**config.mk**
```make
export PLATFORM = sky130hd
export DESIGN_NAME = wdi_kick_gen
export DESIGN_NICKNAME = d
export VERILOG_FILES = /design/src/rtl/wdi_kick_gen.sv
export SDC_FILE = /design/constraint.sdc
export NUM_CORES = 1
export LEC_CHECK = 0
export ABC_AREA = 1
export CAP_MARGIN = 5
export CORE_MARGIN = 10
export CORE_UTILIZATION = 50
export DETAILED_ROUTE_END_ITERATION = 8
export PLACE_DENSITY = 0.73
export SLEW_MARGIN = 40
export SYNTH_ARGS = -nofsm -noshare
export SYNTH_HDL_FRONTEND = slang
export SYNTH_SLANG_ARGS = --single-unit
```
**constraint.sdc**
```tcl
create_clock -name OPB_CLK -period 5.85 [get_ports OPB_CLK]
set_clock_uncertainty 0.2 [all_clocks]
set_input_delay 0.585 -clock OPB_CLK [delete_from_list [all_inputs] [get_ports OPB_CLK]]
set_output_delay 0.585 -clock OPB_CLK [all_outputs]
set_load 0.03 [all_outputs]
```
**src/rtl/wdi_kick_gen.sv**
```systemverilog
// -----------------------------------------------------------------------------
// wdi_kick_gen
//   Multi-channel watchdog-kick (WDI) generator with firmware heartbeat
//   supervision. Each channel toggles an external supervisor's WDI pin with a
//   programmable high/low pattern timed in PULSE_100US ticks. If a channel's
//   ALIVE heartbeat goes missing for ALIVE_TICKS ticks, the channel stops
//   kicking so the external supervisor resets the board.
//
// Configuration macro:
//   WDI_STARVE_LATCH_EN  defined   : STARVE is sticky; only KICK_EN=0 or
//                                    OPB_RST leave it.
//                        undefined : ALIVE while starved returns the channel
//                                    to IDLE, and the next tick restarts
//                                    kicking.
//
// Ports:
//   OPB_CLK      in   1       system clock, posedge
//   OPB_RST      in   1       asynchronous, active-high reset
//   PULSE_100US  in   1       tick enable, one OPB_CLK cycle wide
//   KICK_EN      in   NUM_CH  per-channel enable (level)
//   ALIVE        in   NUM_CH  per-channel heartbeat strobe
//   WD_OUT       out  NUM_CH  registered WDI outputs
//   STARVED      out  NUM_CH  channel halted because ALIVE was missing
// -----------------------------------------------------------------------------
module wdi_kick_gen #(
   parameter int NUM_CH       = 2,
   parameter int CNT_W        = 8,
   parameter int HIGH_TICKS   = 1,
   parameter int PERIOD_TICKS = 10,
   parameter int ALIVE_TICKS  = 50
) (
   input  logic              OPB_CLK,
   input  logic              OPB_RST,
   input  logic              PULSE_100US,
   input  logic [NUM_CH-1:0] KICK_EN,
   input  logic [NUM_CH-1:0] ALIVE,
   output logic [NUM_CH-1:0] WD_OUT,
   output logic [NUM_CH-1:0] STARVED
);

   typedef enum logic [1:0] {
      ST_IDLE   = 2'd0,
      ST_HIGH   = 2'd1,
      ST_LOW    = 2'd2,
      ST_STARVE = 2'd3
   } state_t;

   localparam logic [CNT_W-1:0] CNT_MAX     = {CNT_W{1'b1}};
   localparam logic [CNT_W-1:0] HIGH_LAST   = CNT_W'(HIGH_TICKS - 1);
   localparam logic [CNT_W-1:0] PERIOD_LAST = CNT_W'(PERIOD_TICKS - 1);
   localparam logic [CNT_W-1:0] ALIVE_LIMIT = CNT_W'(ALIVE_TICKS);
   localparam bit               SUPERVISE   = (ALIVE_TICKS != 0);

   for (genvar c = 0; c < NUM_CH; c++) begin : g_ch

      state_t             state;
      logic [CNT_W-1:0]   ph;
      logic [CNT_W-1:0]   alive;
      logic               wd;
      logic               starved;

      // Per-channel kick FSM. Outputs are computed alongside the next state so
      // they change on the same edge as the state register. The starve check
      // uses the registered alive count, so a heartbeat arriving together with
      // the tick that would have reached the limit keeps the channel alive.
      always_ff @(posedge OPB_CLK or posedge OPB_RST) begin
         if (OPB_RST) begin
            state   <= ST_IDLE;
            ph      <= '0;
            alive   <= '0;
            wd      <= 1'b0;
            starved <= 1'b0;
         end else if (!KICK_EN[c]) begin
            state   <= ST_IDLE;
            ph      <= '0;
            alive   <= '0;
            wd      <= 1'b0;
            starved <= 1'b0;
         end else begin
            case (state)
               ST_IDLE: begin
                  if (PULSE_100US) begin
                     state <= ST_HIGH;
                     ph    <= '0;
                     wd    <= 1'b1;
                  end
               end

               ST_HIGH, ST_LOW: begin
                  if (SUPERVISE && (alive == ALIVE_LIMIT)) begin
                     state   <= ST_STARVE;
                     ph      <= '0;
                     wd      <= 1'b0;
                     starved <= 1'b1;
                  end else begin
                     if (ALIVE[c]) begin
                        alive <= '0;
                     end else if (PULSE_100US && (alive != CNT_MAX)) begin
                        alive <= alive + 1'b1;
                     end

                     if (PULSE_100US) begin
                        if ((state == ST_HIGH) && (ph == HIGH_LAST)) begin
                           state <= ST_LOW;
                           ph    <= ph + 1'b1;
                           wd    <= 1'b0;
                        end else if ((state == ST_LOW) && (ph == PERIOD_LAST)) begin
                           state <= ST_HIGH;
                           ph    <= '0;
                           wd    <= 1'b1;
                        end else begin
                           ph <= ph + 1'b1;
                        end
                     end
                  end
               end

               ST_STARVE: begin
`ifdef WDI_STARVE_LATCH_EN
                  // Sticky: heartbeats are ignored until KICK_EN drops.
                  state <= ST_STARVE;
`else
                  // A late heartbeat releases the channel; kicking restarts
                  // from the first phase on the next tick.
                  if (ALIVE[c]) begin
                     state   <= ST_IDLE;
                     alive   <= '0;
                     starved <= 1'b0;
                  end
`endif
               end

               default: begin
                  state   <= ST_IDLE;
                  ph      <= '0;
                  alive   <= '0;
                  wd      <= 1'b0;
                  starved <= 1'b0;
               end
            endcase
         end
      end

      assign WD_OUT[c]  = wd;
      assign STARVED[c] = starved;
   end

endmodule

```
==> results.txt <==
run status = complete, no violations
Mapped Area = 3030 um2
endpoints failing setup = 0
vias in the first global route = 2544
core box area = 5886 um2
Clock Sinks = 40
Async S/R FF share, synth = 100.0%
area growth from synthesis to layout = 8.464%
synthesized flop and latch total = 40
RSZ-0062 raised after global routing = no
Crit path required time = 5890 ps
largest area contributor in the netlist = dfrtp_1
final net count = 483
Hold Vio Cnt, Final = 0
Clock Pin Slew Worst Setup and Hold Paths = 80 ps
max-cap viol count = 0
CP Class = in2reg
Net Count, Synth = 473
cell area power density = 318.4 nW/um2
slew margin rel. = 58.10%
Synth top area share = 33.03%
measured slew at the worst slew-check pin = 628.5 ps
IO Count = 11
antenna violation net count after detailed routing = 0
Max FO, Critical Path = 13
CP Buf/Inv Count = 2
EDFF count, synth = 0
post_cts resized = 0
Multi-input gate area = 1713 um2
Tmin final = 2262 ps
Die Wd = 97.85 um
Most used DFF post-synth = dfrtp_1
Max Clk Rate = 442.1 MHz
CTS hold repair buffers = 0
synth top area cells = dfrtp_1, nand2_1, ha_1, nand3_1, inv_1
# fillers = 556
number of distinct library cells after synthesis = 33
slowest CP cell = clkdlybuf4s50_1
synth warn = 0
CP max stage delay = 770 ps
reg-to-reg endpoint = g_ch[0].alive[3]
DP Wirelength = 4527 um
Setup Fix Bufs, Post-CTS = 0
total CTS buffers = 5
Routed WL per cell = 11.39 um
R2R cell count = 10
Data arrival, critical path = 2300 ps
Setup TNS = 0 ps
commonest non-fill, non-tap cells in the layout = nand2_1, inv_1, nor2_1
ANT cells = 0
share of cells above drive strength 1 = 9.847%
startpoint types = input port
number of DRC markers in iteration 0 = 84
most used cell, CP = nand2_1
max-slew violations = 0
post-route clock period utilization = 38.67%
drc violations = 0
drt total wl = 6057 um
# H-tree levels = 2
first-pass GRT wire length = 11130 um
Hold Path Cell Cnt = 2
vias post-DR = 2630
min-delay worst type = reg2reg
Via density = 4.944
cells after synthesis = 446
P_leak = 1.695 nW
Total Routing Usage GR = 13.23%
worst-path cell chain = clkdlybuf4s50_1, nand2_1, nor2_1, inv_1, nor3b_1, nand3_1, nand2_1
Avg Cell Area, Syn = 6.795 um2
RR Startpoint = g_ch[0].state[0]
first-pass detailed-route iteration total = 4
pin count of the biggest net entering global routing = 41
hold path start = g_ch[1].wd
CTS tree = yes
Worst Hold End = g_ch[1].wd
register area = 1001 um2
sequential element share of the synthesized area = 33.03%
clk root buf = clkbuf_8
die area = 9575 um2
Clock Path Buffers = 2
clk_lat worst skew = 290 ps
Die H = 97.85 um
initial antenna violation count = 0
total grt overflow = 0
Rows = 28
Crit path max-delay family = buffers and inverters
most common cell after layout, fill and taps aside = nand2_1
Worst VDD drop = 162.6 uV
critical path capture point type = flip-flop
I/O Buffers = 10
post-layout util = 55.85%
Final Wtd Congestion = 0.8898
reg-to-reg slack, setup = 3630 ps
Starting Density = 51.49%
==> tightest hold or removal path, stage by stage (launching register included) <==
cell	delay, ps
dfrtp_1	350
nand2_1	50
nand2_1	60
==> metrics by stage <==
stage / hold slack (ps) / power, mW / setup slack, ps / instances / cell area (um2)
3_5_place_dp: 282.6 / 0.8010 / 3295 / 524 / 3161
3_3_place_gp: 278.5 / 0.7925 / 3340 / 524 / 3161
6_report: 297.1 / 1.046 / 3588 / 532 / 3287
4_1_cts: 302.2 / 1.060 / 3617 / 532 / 3287
2_1_floorplan: 249.8 / 0.7270 / 3951 / 446 / 3030
5_1_grt: 312.7 / 1.146 / 3400 / 532 / 3287
==> worst max-delay path by stage <==
stage	to	slack (ps)	from	depth (start not counted)
3_5_place_dp	g_ch[0].alive[2]	3290	KICK_EN[0]	10
5_1_grt	g_ch[1].alive[2]	3400	KICK_EN[1]	7
4_1_cts	g_ch[0].alive[3]	3620	KICK_EN[0]	10
2_1_floorplan	g_ch[1].ph[0]	3950	g_ch[1].state[0]	12
3_3_place_gp	g_ch[0].alive[2]	3340	KICK_EN[0]	10
6_report	g_ch[1].alive[2]	3590	KICK_EN[1]	7
==> final cells by class <==
cell class,instances,share of cell area (%)
inverter,64,7.461
clock buffer,7,2.931
sequential,40,30.45
tap,75,2.855
timing repair buffer,11,3.274
multi-input combinational,334,52.11
clock inverter,1,0.9136
==> state kept, by name, summed over array words and instances (netlist names) <==
register,flops
g_ch.alive,16
g_ch.ph,16
g_ch.state,4
g_ch.starved,2
g_ch.wd,2
==> per-layer routing <==
metal / vias to the layer above / wire, um / track usage [%] / part of all wire, %
met5: - / 0 / 0 / 0
met4: 0 / 82 / 4.027 / 1.4
met3: 7 / 177 / 2.748 / 2.9
met2: 32 / 2803 / 22.34 / 46
met1: 1169 / 2993 / 16.45 / 49
li1: 1422 / - / - / -
==> cells by family (layout without fill, tap and decap cells) <==
group	Yosys count	count (layout)	synth area share (%)
fa+ha+maj	20	20	8.258
simple gates	270	270	39.72
buf+inv	72	83	10.45
compound gates	41	41	7.680
xor+xnor	3	3	0.8672
flops	40	40	33.03
==> synth_stat cells, types with 2 or more instances <==
master   count
inv_4        2
nand2_4      4
a21oi_1      8
nor2_1      53
or2_2        2
nand3_1     44
nand2_1    135
nor3_1       3
o21ai_1      5
nor3b_1      3
nand4_1     10
dfrtp_1     40
inv_2        9
and3_1       2
buf_4        4
buf_6        2
nand2_2      4
xor2_1       2
inv_1       53
o21ai_2      5
o21ai_0     20
ha_1        20
nor2_2       6
==> power breakdown <==
group | leakage (nW) | internal (mW) | total, mW | switching (mW)
registers | 0.545 | 0.315 | 0.351 | 0.0361
clock network | 0.0645 | 0.151 | 0.252 | 0.101
logic | 1.09 | 0.145 | 0.443 | 0.298
total | 1.70 | 0.611 | 1.05 | 0.436
No activity file was read; power rests on OpenSTA's default activity.
